==> src/rtl/spi_reg_slave.sv <==
// SPI register responder: an 8 x 8-bit bank accessed by command+data byte transfers, oversampled in clk.
// Optional burst mode (address auto-increment) is enabled by defining SPI_REG_AUTOINC_EN.
`timescale 1ns/1ps
module spi_reg_slave #(
    parameter logic [7:0] ID_BYTE     = 8'hA5,
    parameter int         SYNC_STAGES = 2
) (
    input  logic       clk,
    input  logic       reset,
    input  logic       cpol,
    input  logic       cpha,
    input  logic       sclk,
    input  logic       cs,
    input  logic       mosi,
    output logic       miso,
    input  logic       usr_we,
    input  logic [2:0] usr_addr,
    input  logic [7:0] usr_wdata,
    output logic [7:0] usr_rdata,
    output logic       reg_wr,
    output logic [2:0] reg_wr_addr,
    output logic [7:0] reg_wr_data,
    output logic [7:0] data_received,
    output logic       busy
);

    typedef enum logic [1:0] {S_IDLE, S_CMD, S_DATA, S_DONE} state_t;

    logic [SYNC_STAGES-1:0] r_sclk_sync;
    logic [SYNC_STAGES-1:0] r_cs_sync;
    logic [SYNC_STAGES-1:0] r_mosi_sync;
    logic                   r_sclk_d;
    logic                   r_armed;
    logic                   r_busy;

    state_t     r_state;
    logic [2:0] r_bit_cnt;
    logic [6:0] r_rx_sr;
    logic [7:0] r_tx_sr;
    logic       r_miso;
    logic       r_cmd_rd;
    logic [2:0] r_addr;
    logic       r_reg_wr;
    logic [2:0] r_reg_wr_addr;
    logic [7:0] r_reg_wr_data;
    logic [7:0] r_data_rcv;
    logic [7:0] r_regs [8];

    logic       w_sclk_s;
    logic       w_cs_s;
    logic       w_mosi_s;
    logic       w_rise;
    logic       w_fall;
    logic       w_lead;
    logic       w_trail;
    logic       w_sample;
    logic       w_shift;
    logic       w_active;
    logic       w_byte_done;
    logic       w_spi_we;
    logic [7:0] w_rx_byte;
`ifdef SPI_REG_AUTOINC_EN
    logic [2:0] w_addr_next;
    assign w_addr_next = r_addr + 3'd1;
`endif

    // Chains reset to 0 so a cs held low across reset never looks like a fresh assertion.
    always_ff @(posedge clk or posedge reset) begin
        if (reset) begin
            r_sclk_sync <= '0;
            r_cs_sync   <= '0;
            r_mosi_sync <= '0;
            r_sclk_d    <= 1'b0;
            r_armed     <= 1'b0;
            r_busy      <= 1'b0;
        end else begin
            r_sclk_sync <= {r_sclk_sync[SYNC_STAGES-2:0], sclk};
            r_cs_sync   <= {r_cs_sync[SYNC_STAGES-2:0], cs};
            r_mosi_sync <= {r_mosi_sync[SYNC_STAGES-2:0], mosi};
            r_sclk_d    <= w_sclk_s;
            if (w_cs_s)
                r_armed <= 1'b1;
            r_busy      <= r_armed & ~w_cs_s;
        end
    end

    assign w_sclk_s    = r_sclk_sync[SYNC_STAGES-1];
    assign w_cs_s      = r_cs_sync[SYNC_STAGES-1];
    assign w_mosi_s    = r_mosi_sync[SYNC_STAGES-1];
    assign w_rise      = w_sclk_s & ~r_sclk_d;
    assign w_fall      = ~w_sclk_s & r_sclk_d;
    assign w_lead      = cpol ? w_fall : w_rise;
    assign w_trail     = cpol ? w_rise : w_fall;
    assign w_sample    = cpha ? w_trail : w_lead;
    assign w_shift     = cpha ? w_lead : w_trail;
    assign w_active    = ((r_state == S_CMD) || (r_state == S_DATA)) && !w_cs_s;
    assign w_rx_byte   = {r_rx_sr, w_mosi_s};
    assign w_byte_done = w_active && w_sample && (r_bit_cnt == 3'd7);
    assign w_spi_we    = w_byte_done && (r_state == S_DATA) && !r_cmd_rd;

    // SPI write is applied after the user write so it wins on an address clash.
    always_ff @(posedge clk or posedge reset) begin
        if (reset) begin
            for (int i = 0; i < 8; i++)
                r_regs[i] <= 8'h00;
        end else begin
            if (usr_we)
                r_regs[usr_addr] <= usr_wdata;
            if (w_spi_we)
                r_regs[r_addr] <= w_rx_byte;
        end
    end

    always_ff @(posedge clk or posedge reset) begin
        if (reset) begin
            r_state       <= S_IDLE;
            r_bit_cnt     <= 3'd0;
            r_rx_sr       <= 7'd0;
            r_tx_sr       <= 8'h00;
            r_miso        <= 1'b0;
            r_cmd_rd      <= 1'b0;
            r_addr        <= 3'd0;
            r_reg_wr      <= 1'b0;
            r_reg_wr_addr <= 3'd0;
            r_reg_wr_data <= 8'h00;
            r_data_rcv    <= 8'h00;
        end else begin
            r_reg_wr <= 1'b0;
            if (w_cs_s) begin
                r_state <= S_IDLE;
                r_miso  <= 1'b0;
            end else begin
                case (r_state)
                    S_IDLE: begin
                        if (r_armed) begin
                            r_state   <= S_CMD;
                            r_bit_cnt <= 3'd0;
                            // cpha=0 presents bit7 immediately; cpha=1 waits for the first shift edge.
                            r_tx_sr   <= cpha ? ID_BYTE : {ID_BYTE[6:0], 1'b0};
                            r_miso    <= cpha ? 1'b0 : ID_BYTE[7];
                        end
                    end
                    S_CMD, S_DATA: begin
                        if (w_shift) begin
                            r_miso  <= r_tx_sr[7];
                            r_tx_sr <= {r_tx_sr[6:0], 1'b0};
                        end
                        if (w_sample) begin
                            r_rx_sr   <= w_rx_byte[6:0];
                            r_bit_cnt <= r_bit_cnt + 3'd1;
                        end
                        if (w_byte_done) begin
                            r_data_rcv <= w_rx_byte;
                            if (r_state == S_CMD) begin
                                r_cmd_rd <= w_rx_byte[7];
                                r_addr   <= w_rx_byte[2:0];
                                r_tx_sr  <= w_rx_byte[7] ? r_regs[w_rx_byte[2:0]] : 8'h00;
                                r_state  <= S_DATA;
                            end else begin
                                if (!r_cmd_rd) begin
                                    r_reg_wr      <= 1'b1;
                                    r_reg_wr_addr <= r_addr;
                                    r_reg_wr_data <= w_rx_byte;
                                end
`ifdef SPI_REG_AUTOINC_EN
                                r_addr  <= w_addr_next;
                                r_tx_sr <= r_cmd_rd ? r_regs[w_addr_next] : 8'h00;
`else
                                r_state <= S_DONE;
                                r_tx_sr <= 8'h00;
`endif
                            end
                        end
                    end
                    S_DONE: begin
                        r_miso <= 1'b0;
                    end
                    default: begin
                        r_state <= S_IDLE;
                    end
                endcase
            end
        end
    end

    assign miso          = r_miso;
    assign usr_rdata     = r_regs[usr_addr];
    assign reg_wr        = r_reg_wr;
    assign reg_wr_addr   = r_reg_wr_addr;
    assign reg_wr_data   = r_reg_wr_data;
    assign data_received = r_data_rcv;
    assign busy          = r_busy;

endmodule
==> config.mk <==
export PLATFORM = sky130hd
export DESIGN_NAME = spi_reg_slave
export DESIGN_NICKNAME = d
export VERILOG_FILES = /design/src/rtl/spi_reg_slave.sv
export SDC_FILE = /design/constraint.sdc
export NUM_CORES = 1
export LEC_CHECK = 0
export ABC_AREA = 0
export CAP_MARGIN = 20
export CORE_AREA = 5 5 153 155
export CTS_BUF_LIST = sky130_fd_sc_hd__clkbuf_8
export DETAILED_ROUTE_END_ITERATION = 8
export DIE_AREA = 0 0 158 160
export PLACE_DENSITY_LB_ADDON = 0.2
export SYNTH_ARGS = -nofsm -noshare
export SYNTH_HDL_FRONTEND = slang
export SYNTH_SLANG_ARGS = --single-unit
==> constraint.sdc <==
create_clock -name clk -period 11.6 [get_ports clk]
set_clock_uncertainty 0.1 [all_clocks]
set_input_delay 2.32 -clock clk [delete_from_list [all_inputs] [get_ports clk]]
set_output_delay 2.32 -clock clk [all_outputs]
set_load 0.005 [all_outputs]
; ---- Word level (Yosys, flattened, before mapping)
; Cells that the tools add are included.
[totals]
romBits = 0
latch_bits = 0
out_inout_bits = 30
word_cells = 117
ram_bits = 0
mem_count = 0
ff_bits = 118
[classes]
addsub = 1
n_mux = 43
n_reduce_logical = 22
bitwise_logic = 11
shifts = 0
multipliers = 0
magnitude_cmp = 5
n_div = 0
eq_ne = 10
[op_table]
columns = operator, count
row1 = bitwise mux 64 bit, 2
row2 = 2-to-1 mux 64 bit, 2
row3 = 2-to-1 mux 8 bit, 12
row4 = binary-select mux 8 bit (select 3 bit), 2
row5 = demux 8 bit (select 3 bit), 2
row6 = case mux 8 bit (2 select lines), 1
row7 = 2-to-1 mux 1 bit, 14
row8 = >= comparator 4 bit (second input constant), 3
row9 = != test 3 bit (second input constant), 4
row10 = NOT 3 -> 4 bit, 3
row11 = AND reduction 4 bit, 3
row12 = AND reduction 3 bit, 3
row13 = < comparator 4 x 1 -> 1 bit (second input constant), 2
row14 = logical AND 1 bit, 7
row15 = 2-to-1 mux 2 bit, 3
row16 = 2-to-1 mux 3 bit, 2
row17 = case mux 3 bit (2 select lines), 1
row18 = NOT 1 bit, 5
row19 = AND reduction 5 bit, 1
row20 = == test 2 bit (second input constant), 2
row21 = != test 2 bit (second input constant), 2
row22 = case mux 2 bit (2 select lines), 1
row23 = adder 3 x 1 -> 3 bit (second input constant), 1
row24 = AND 1 bit, 3
row25 = 10 further kinds, 11

; ---- Depth between registers and ports, before layout
; Gate-level depths: netlist (run 1).
[logic_depth]
word_depth = 9
depth_mapped = 10
mapped_depth_nobuf = 7

; ---- Worst setup path before layout (run 1)
; OpenSTA, ideal clock, no wires.
[synth_timing]
path_kind = input to output
startpoint = in usr_addr[0]
endpoint = out usr_rdata[0]
path_slack_ps = 5515
arrival_time_ps = 3665
required_ps = 9180
cell_stages = 3
path_cell_list = buf_1 mux4_2 mux2_2
[synth_between]
elab_chain_cells = 4
[synth_rtl]
columns = element, line
row1 = from (decl), 17  ; input logic [2:0] usr_addr,
row2 = NOT 3 -> 4 bit (implied by the code), 187  ; assign usr_rdata = r_regs[usr_addr];
row3 = binary-select mux 8 bit (select 3 bit), 187
row4 = 2-to-1 mux 8 bit (implied by the code) (2 in series), 187
row5 = to (decl), 19  ; output logic [7:0] usr_rdata,
; No other way between the ends. The select of a mux whose other input is x is not followed.

; ---- Worst setup path after layout (run 1)
[layout_timing]
startpoint = in usr_addr[0]
endpoint = out usr_rdata[1]
; The elaborated chain is that of the path after synthesis.

==> impl_metrics.yaml, run 1 <==
run_status:
  outcome: "finished, final reports clean"
critical_path:
  timing.critical_path.from_type: "input port"
  timing.critical_path.arrival_ns: 4.46
  rr_startpoint: "r_state[0]"
  critical_path.reg2reg.endpoint: "r_regs[15]"
  crit_path_max_fanout: 22
  cp_peak_stage_delay_ns: 0.55
  worst_r2r_path_depth: 7
  crit_end_element: "output port"
  r2r_setup_slack_ns: 8.49
  most_repeated_library_cell_on_the_critical_path: "sky130_fd_sc_hd__clkdlybuf4s50_1"
  setup.worst_path.class: "in -> out"
  crit_slowest_cell: "sky130_fd_sc_hd__mux4_2"
  crit_chain: "clkdlybuf4s50_1 -> buf_4 -> mux4_2 -> mux2_2 -> clkdlybuf4s50_1"
  crit_required_ns: 9.18
sta:
  finalHoldViolations: 0
  timing.fmax_mhz: 145
  timing_worst_slew_pin_value_ns: 1.11
  setup-tns-final_ns: 0
  worst_slew_margin_rel: 0.254
  period_minus_slack_ns: 6.88
  final_setup_vio_count: 0
  layout_setup_ws_ns: 4.72
  smallest_hold_slack_ns: 0.248
  timing_max_transition_violations_final: 0
  tcrit_tclk_final: 0.593
  rsz0062_at_grt: "false"
pwr:
  max-vdd-ir-drop_mv: 0.0714
  power.leakage_nw: 3.35
  cellPowerDensity_nw_per_um2: 175
  fin_total_pwr_mw: 1.33
finish:
  final_common_cell: "sky130_fd_sc_hd__dfrtp_1"
  syn2layout_area_growth_pct: 17.9
  most_frequent_cells_in_the_layout: "118 x sky130_fd_sc_hd__dfrtp_1, 80 x sky130_fd_sc_hd__nand2_1, 62 x sky130_fd_sc_hd__mux2i_1"
  drive_above_1_share: 0.223
  design_area_um2: 7560
  antennaDiodeCount: 0
  final_nets: 613
cts:
  clk-insertion-delay-late_ns: 0.43
  cts.root.buffer_cell: "sky130_fd_sc_hd__clkbuf_8"
  cts_htree_levels: 4
  post_cts.repair.setup_buffers: 0
  cts-hold-fix-buffers: 0
  cts_sinks: 118
  cts.reportedPaths.clkPinSlew_ns: 0.07
  cts_made_buffers: 17
  cts-root-to-sink-buffers: 2
  cts_resized: 0
  tritoncts: "yes"
min_path:
  min_delay_worst_endpoint: "r_mosi_sync[1]"
  hp-start: "r_mosi_sync[0]"
  min_path_type: "reg -> reg"
  timing.hold.worst_path_depth: 0
route:
  per_cell_routed_wire_length_um: 19.8
  initialDrtViolationCount: 280
  firstDrtPassIters: 5
  route.vias.total: 4456
  detail_route.wirelength_um: 17500
  postRouteAntennaNets: 0
  drc: 0
  drt-vias-per-instance: 5.05
floorplanning:
  std_cell_rows: 54
  chipHeight_um: 160
  die-area_um2: 25300
  horizontal_die_dimension_um: 158
  pin_count: 49
  design.core.area_um2: 21700
  starting_utilization_of_the_core_area: 0.296
global_routing:
  grt.overflow.total: 0
  grt_max_degree: 72
  grt_antenna_before_repair: 0
  grt_pass1_wl_um: 27700
  first_global_vias: 4684
  global_route.usage.total: 0.143
flow_run:
  maxCapViolCount: 0
place:
  detailedPlacementHpwl_um: 11400
  gp_congestion: 0.780
  placed_cell_area_um2: 7130
  buffer_ports.inserted: 48
  worst_case_setup_slack_after_placement_ns: 4.69
logic_synthesis:
  mappedNetlistArea_um2: 6410
  post_synth.cell_area_avg_um2: 11.5
  number_of_nets_produced_by_synthesis: 581
  synth-async-reset-ratio: 1.00
  seq_area_frac_synth: 0.461
  warning_count_from_the_yosys_run: 0
  synth_cell_types: 50
  synthFlopType: "sky130_fd_sc_hd__dfrtp_1"
  synth_edf_count: 0
  netlist_instances: 557
  yosys_register_bits: 118
power breakdown:
group / switching (mW) / total [mW] / internal, mW
Combinational: 0.163 / 0.358 / 0.195
Sequential: 0.0720 / 0.559 / 0.486
Clock: 0.171 / 0.409 / 0.238
Total: 0.406 / 1.33 / 0.920
cells in the mapped netlist (2+ instances only):
cell                         n  area share
sky130_fd_sc_hd__buf_2      17       0.013
sky130_fd_sc_hd__mux2_4      9       0.021
sky130_fd_sc_hd__buf_6       2      0.0035
sky130_fd_sc_hd__a31oi_1     4      0.0039
sky130_fd_sc_hd__o22ai_1     5      0.0049
sky130_fd_sc_hd__dfrtp_1   118        0.46
sky130_fd_sc_hd__nand2_1    80       0.047
sky130_fd_sc_hd__nand3_1     2      0.0016
sky130_fd_sc_hd__nand4_1     2      0.0020
sky130_fd_sc_hd__nand4b_1    3      0.0041
sky130_fd_sc_hd__inv_1       8      0.0047
sky130_fd_sc_hd__nor3_1      2      0.0016
sky130_fd_sc_hd__ha_1        5      0.0098
sky130_fd_sc_hd__mux4_2     32        0.11
sky130_fd_sc_hd__mux2i_1    62       0.097
sky130_fd_sc_hd__a22o_1      2      0.0027
sky130_fd_sc_hd__buf_1       9      0.0053
sky130_fd_sc_hd__clkbuf_1   15      0.0088
sky130_fd_sc_hd__or2_2       2      0.0020
sky130_fd_sc_hd__a21oi_1    36       0.028
sky130_fd_sc_hd__and4bb_2    2      0.0039
sky130_fd_sc_hd__mux2_2     38       0.067
sky130_fd_sc_hd__nor2_1     41       0.024
sky130_fd_sc_hd__o21ai_0    25       0.020
sky130_fd_sc_hd__o22a_1      3      0.0041
sky130_fd_sc_hd__nor2b_1     7      0.0068
sky130_fd_sc_hd__nor3_2      3      0.0047
metal layers:
metal  up-vias  track usage  part of all wire  wire (µm)
li1       2068            -                 -          -
met1      2274        0.204              0.46       8110
met2       103        0.223              0.47       8290
met3        11       0.0352             0.051        882
met4         0       0.0310             0.010        175
met5         -            0                 0          0
flip-flops by register name, summed over array words and instances, names as in the netlist, 2 cells and up:
name / flops
reg_wr_data: 8
r_cs_sync: 2
r_addr: 3
r_mosi_sync: 2
r_bit_cnt: 3
r_rx_sr: 7
r_sclk_sync: 2
r_tx_sr: 8
data_received: 8
reg_wr_addr: 3
r_state: 2
r_regs: 64
kinds of logic (layout without fill, tap and decap cells):
group,after synthesis,in the layout,synth area share
and+or+nand+nor,156,156,0.115
adders and majority gates,5,5,0.00976
muxes,142,142,0.301
DFF,118,118,0.461
AOI/OAI and AO/OA,83,83,0.0728
buffers and inverters,52,97,0.0367
xor gates and xnor gates,1,1,0.00429
worst max-delay path by stage:
stage,from,end,slack (ns),depth (start not counted)
after CTS,usr_addr[0],usr_rdata[1],4.68,5
after global placement,usr_addr[0],usr_rdata[1],4.71,5
after floorplan,usr_addr[0],usr_rdata[0],5.51,3
after global routing,usr_addr[0],usr_rdata[1],4.62,5
final,usr_addr[0],usr_rdata[1],4.72,5
after detailed placement,usr_addr[0],usr_rdata[1],4.69,5
area by class of cell:
class	instances	area, µm²
clock buffer	18	248
clock inverter	14	184
fill	2137	14100
inverter	8	32.5
multi-input combinational	387	3240
sequential	118	2950
tap	280	350
timing repair buffer	57	552
stage by stage:
stage               utilization  std cells
floorplan                     -        557
CTS                       0.349        882
detailed placement        0.329        850
global route              0.349        882
global placement          0.328        849
finish                    0.349        882
critical path, delay by kind of cell:
kind                   cells  cell delay (ns)
buffers and inverters      3             1.29
muxes                      2             0.85
(Power assumes the default switching activity.)
==> inputs of run 2 (changes only) <==
==> constraint.sdc (replaced) <==
create_clock -name clk -period 5.9 [get_ports clk]
set_clock_uncertainty 0.1 [all_clocks]
set_input_delay 1.18 -clock clk [delete_from_list [all_inputs] [get_ports clk]]
set_output_delay 1.18 -clock clk [all_outputs]
set_load 0.005 [all_outputs]
==> impl_metrics.yaml, run 2 (synthesis gave the netlist of run 1 again) <==
cts:
  cts_resized: 0
  cts.root.buffer_cell: "sky130_fd_sc_hd__clkbuf_8"
  cts-root-to-sink-buffers: 2
  cts_htree_levels: 4
  tritoncts: "yes"
  clk-insertion-delay-late_ns: 0.45
  cts_sinks: 118
  post_cts.repair.setup_buffers: 0
  cts.reportedPaths.clkPinSlew_ns: 0.07
  cts_made_buffers: 17
  cts-hold-fix-buffers: 0
critical_path:
  cp_peak_stage_delay_ns: 1.12
  timing.critical_path.arrival_ns: 3.68
  setup.worst_path.class: "in -> out"
  most_repeated_library_cell_on_the_critical_path: "sky130_fd_sc_hd__clkdlybuf4s50_1"
  timing.critical_path.from_type: "input port"
  crit_path_max_fanout: 18
  crit_slowest_cell: "sky130_fd_sc_hd__clkdlybuf4s50_1"
  critical_path.top_delay_family: "buffers and inverters"
  crit_end_element: "output port"
  timing.critical_path.buf_inv: 3
  crit_required_ns: 4.62
  r2r_setup_slack_ns: 2.84
  crit_chain: "clkdlybuf4s50_1 -> buf_4 -> mux4_2 -> mux2_2 -> clkdlybuf4s50_1"
floorplanning:
  design.core.area_um2: 21700
  die-area_um2: 25300
  starting_utilization_of_the_core_area: 0.296
  chipHeight_um: 160
  std_cell_rows: 54
  horizontal_die_dimension_um: 158
  pin_count: 49
sta:
  rsz0062_at_grt: "false"
  finalHoldViolations: 0
  setup-tns-final_ns: 0
  period_minus_slack_ns: 4.96
  tcrit_tclk_final: 0.841
  final_setup_vio_count: 0
  layout_setup_ws_ns: 0.939
  worst_slew_margin_rel: 0.299
  timing.fmax_mhz: 202
  timing_max_transition_violations_final: 0
  timing_worst_slew_pin_value_ns: 1.05
global_routing:
  first_global_vias: 4708
  grt_pass1_wl_um: 28100
  grt_antenna_before_repair: 0
  grt_max_degree: 81
  grt.overflow.total: 0
  global_route.usage.total: 0.146
pwr:
  cellPowerDensity_nw_per_um2: 344
  max-vdd-ir-drop_mv: 0.138
  fin_total_pwr_mw: 2.61
  power.leakage_nw: 3.35
finish:
  multiInputGateArea_um2: 3240
  final_nets: 615
  most_frequent_cells_in_the_layout: "118 x sky130_fd_sc_hd__dfrtp_1, 80 x sky130_fd_sc_hd__nand2_1, 62 x sky130_fd_sc_hd__mux2i_1"
  register_containing_the_most_flip_flops_in_the_final_layout: "r_regs"
  drive_above_1_share: 0.228
  fin_util: 0.350
  number_of_flip_flops_under_the_largest_register_name: 64
  final_common_cell: "sky130_fd_sc_hd__dfrtp_1"
  syn2layout_area_growth_pct: 18.3
  antennaDiodeCount: 0
  layout.area.seq_um2: 2950
  filler_cell_count_in_the_final_layout: 2122
route:
  detail_route.wirelength_um: 17700
  per_cell_routed_wire_length_um: 20.1
  initialDrtViolationCount: 277
  postRouteAntennaNets: 0
  drc: 0
  route.vias.total: 4464
  drt-vias-per-instance: 5.05
  firstDrtPassIters: 5
place:
  worst_case_setup_slack_after_placement_ns: 0.943
  detailedPlacementHpwl_um: 11600
  gp_congestion: 0.783
  buffer_ports.inserted: 48
run_status:
  outcome: "finished, final reports clean"
min_path:
  min_path_type: "reg -> reg"
flow_run:
  maxCapViolCount: 0
-- run 2: changes by cell type in the layout (fill, tap and decap cells not counted) --
cell	delta
sky130_fd_sc_hd__clkbuf_8	-1
sky130_fd_sc_hd__buf_16	+1
sky130_fd_sc_hd__inv_8	+1
sky130_fd_sc_hd__bufinv_16	-1
sky130_fd_sc_hd__clkinvlp_4	+1
sky130_fd_sc_hd__inv_1	-2
sky130_fd_sc_hd__buf_6	-1
sky130_fd_sc_hd__clkinv_4	+2
sky130_fd_sc_hd__buf_4	+2
sky130_fd_sc_hd__clkinv_2	-3
sky130_fd_sc_hd__inv_6	+3
-- run 2: area by class of cell --
type	instances	share of cell area
well taps	280	0.0462
flip-flops and latches	118	0.389
clock buffers	17	0.0308
repair buffers	59	0.0768
inverters	8	0.00429
multi-input cells	387	0.427
clock inverters	15	0.0256
-- run 2: routing by layer --
metal / up-vias / GRT usage / wire (µm)
met5: - / 0 / 0
met4: 0 / 0.0465 / 316
met3: 20 / 0.0349 / 963
met2: 141 / 0.230 / 8450
met1: 2235 / 0.198 / 8000
li1: 2068 / - / -
-- run 2: worst paths after layout --
kind                                start          endpoint  cells past startpoint
max                           usr_addr[1]      usr_rdata[3]                      5
min                        r_sclk_sync[0]    r_sclk_sync[1]                      0
max reg2reg                    r_state[0]         r_regs[8]                      7
min reg2reg                r_sclk_sync[0]    r_sclk_sync[1]                      0
max in group asynchronous           reset        r_regs[37]                      3
min in group asynchronous           reset  data_received[3]                      2
-- run 2: power breakdown --
group | internal, mW | switching [mW]
clock network | 0.427 | 0.370
logic | 0.386 | 0.313
registers | 0.956 | 0.154
-- run 2: per-stage QoR --
step	hold WS [ns]	instance area [µm²]	std cells
3_5_place_dp	0.235	7130	851
6_report	0.249	7590	884
2_1_floorplan	0.231	6410	557
5_1_grt	0.256	7590	884
3_3_place_gp	0.235	7130	851
4_1_cts	0.252	7560	883
-- run 2: worst reg2reg max path, delay by kind of cell (launching register included) --
kind	cells	cell delay (ns)
adder cells (fa/ha/maj)	1	0.60
multiplexers	1	0.32
flip-flops	1	0.36
AND/OR/NAND/NOR	3	1.37
buffers and inverters	1	0.07
AO/OA/AOI/OAI	1	0.07
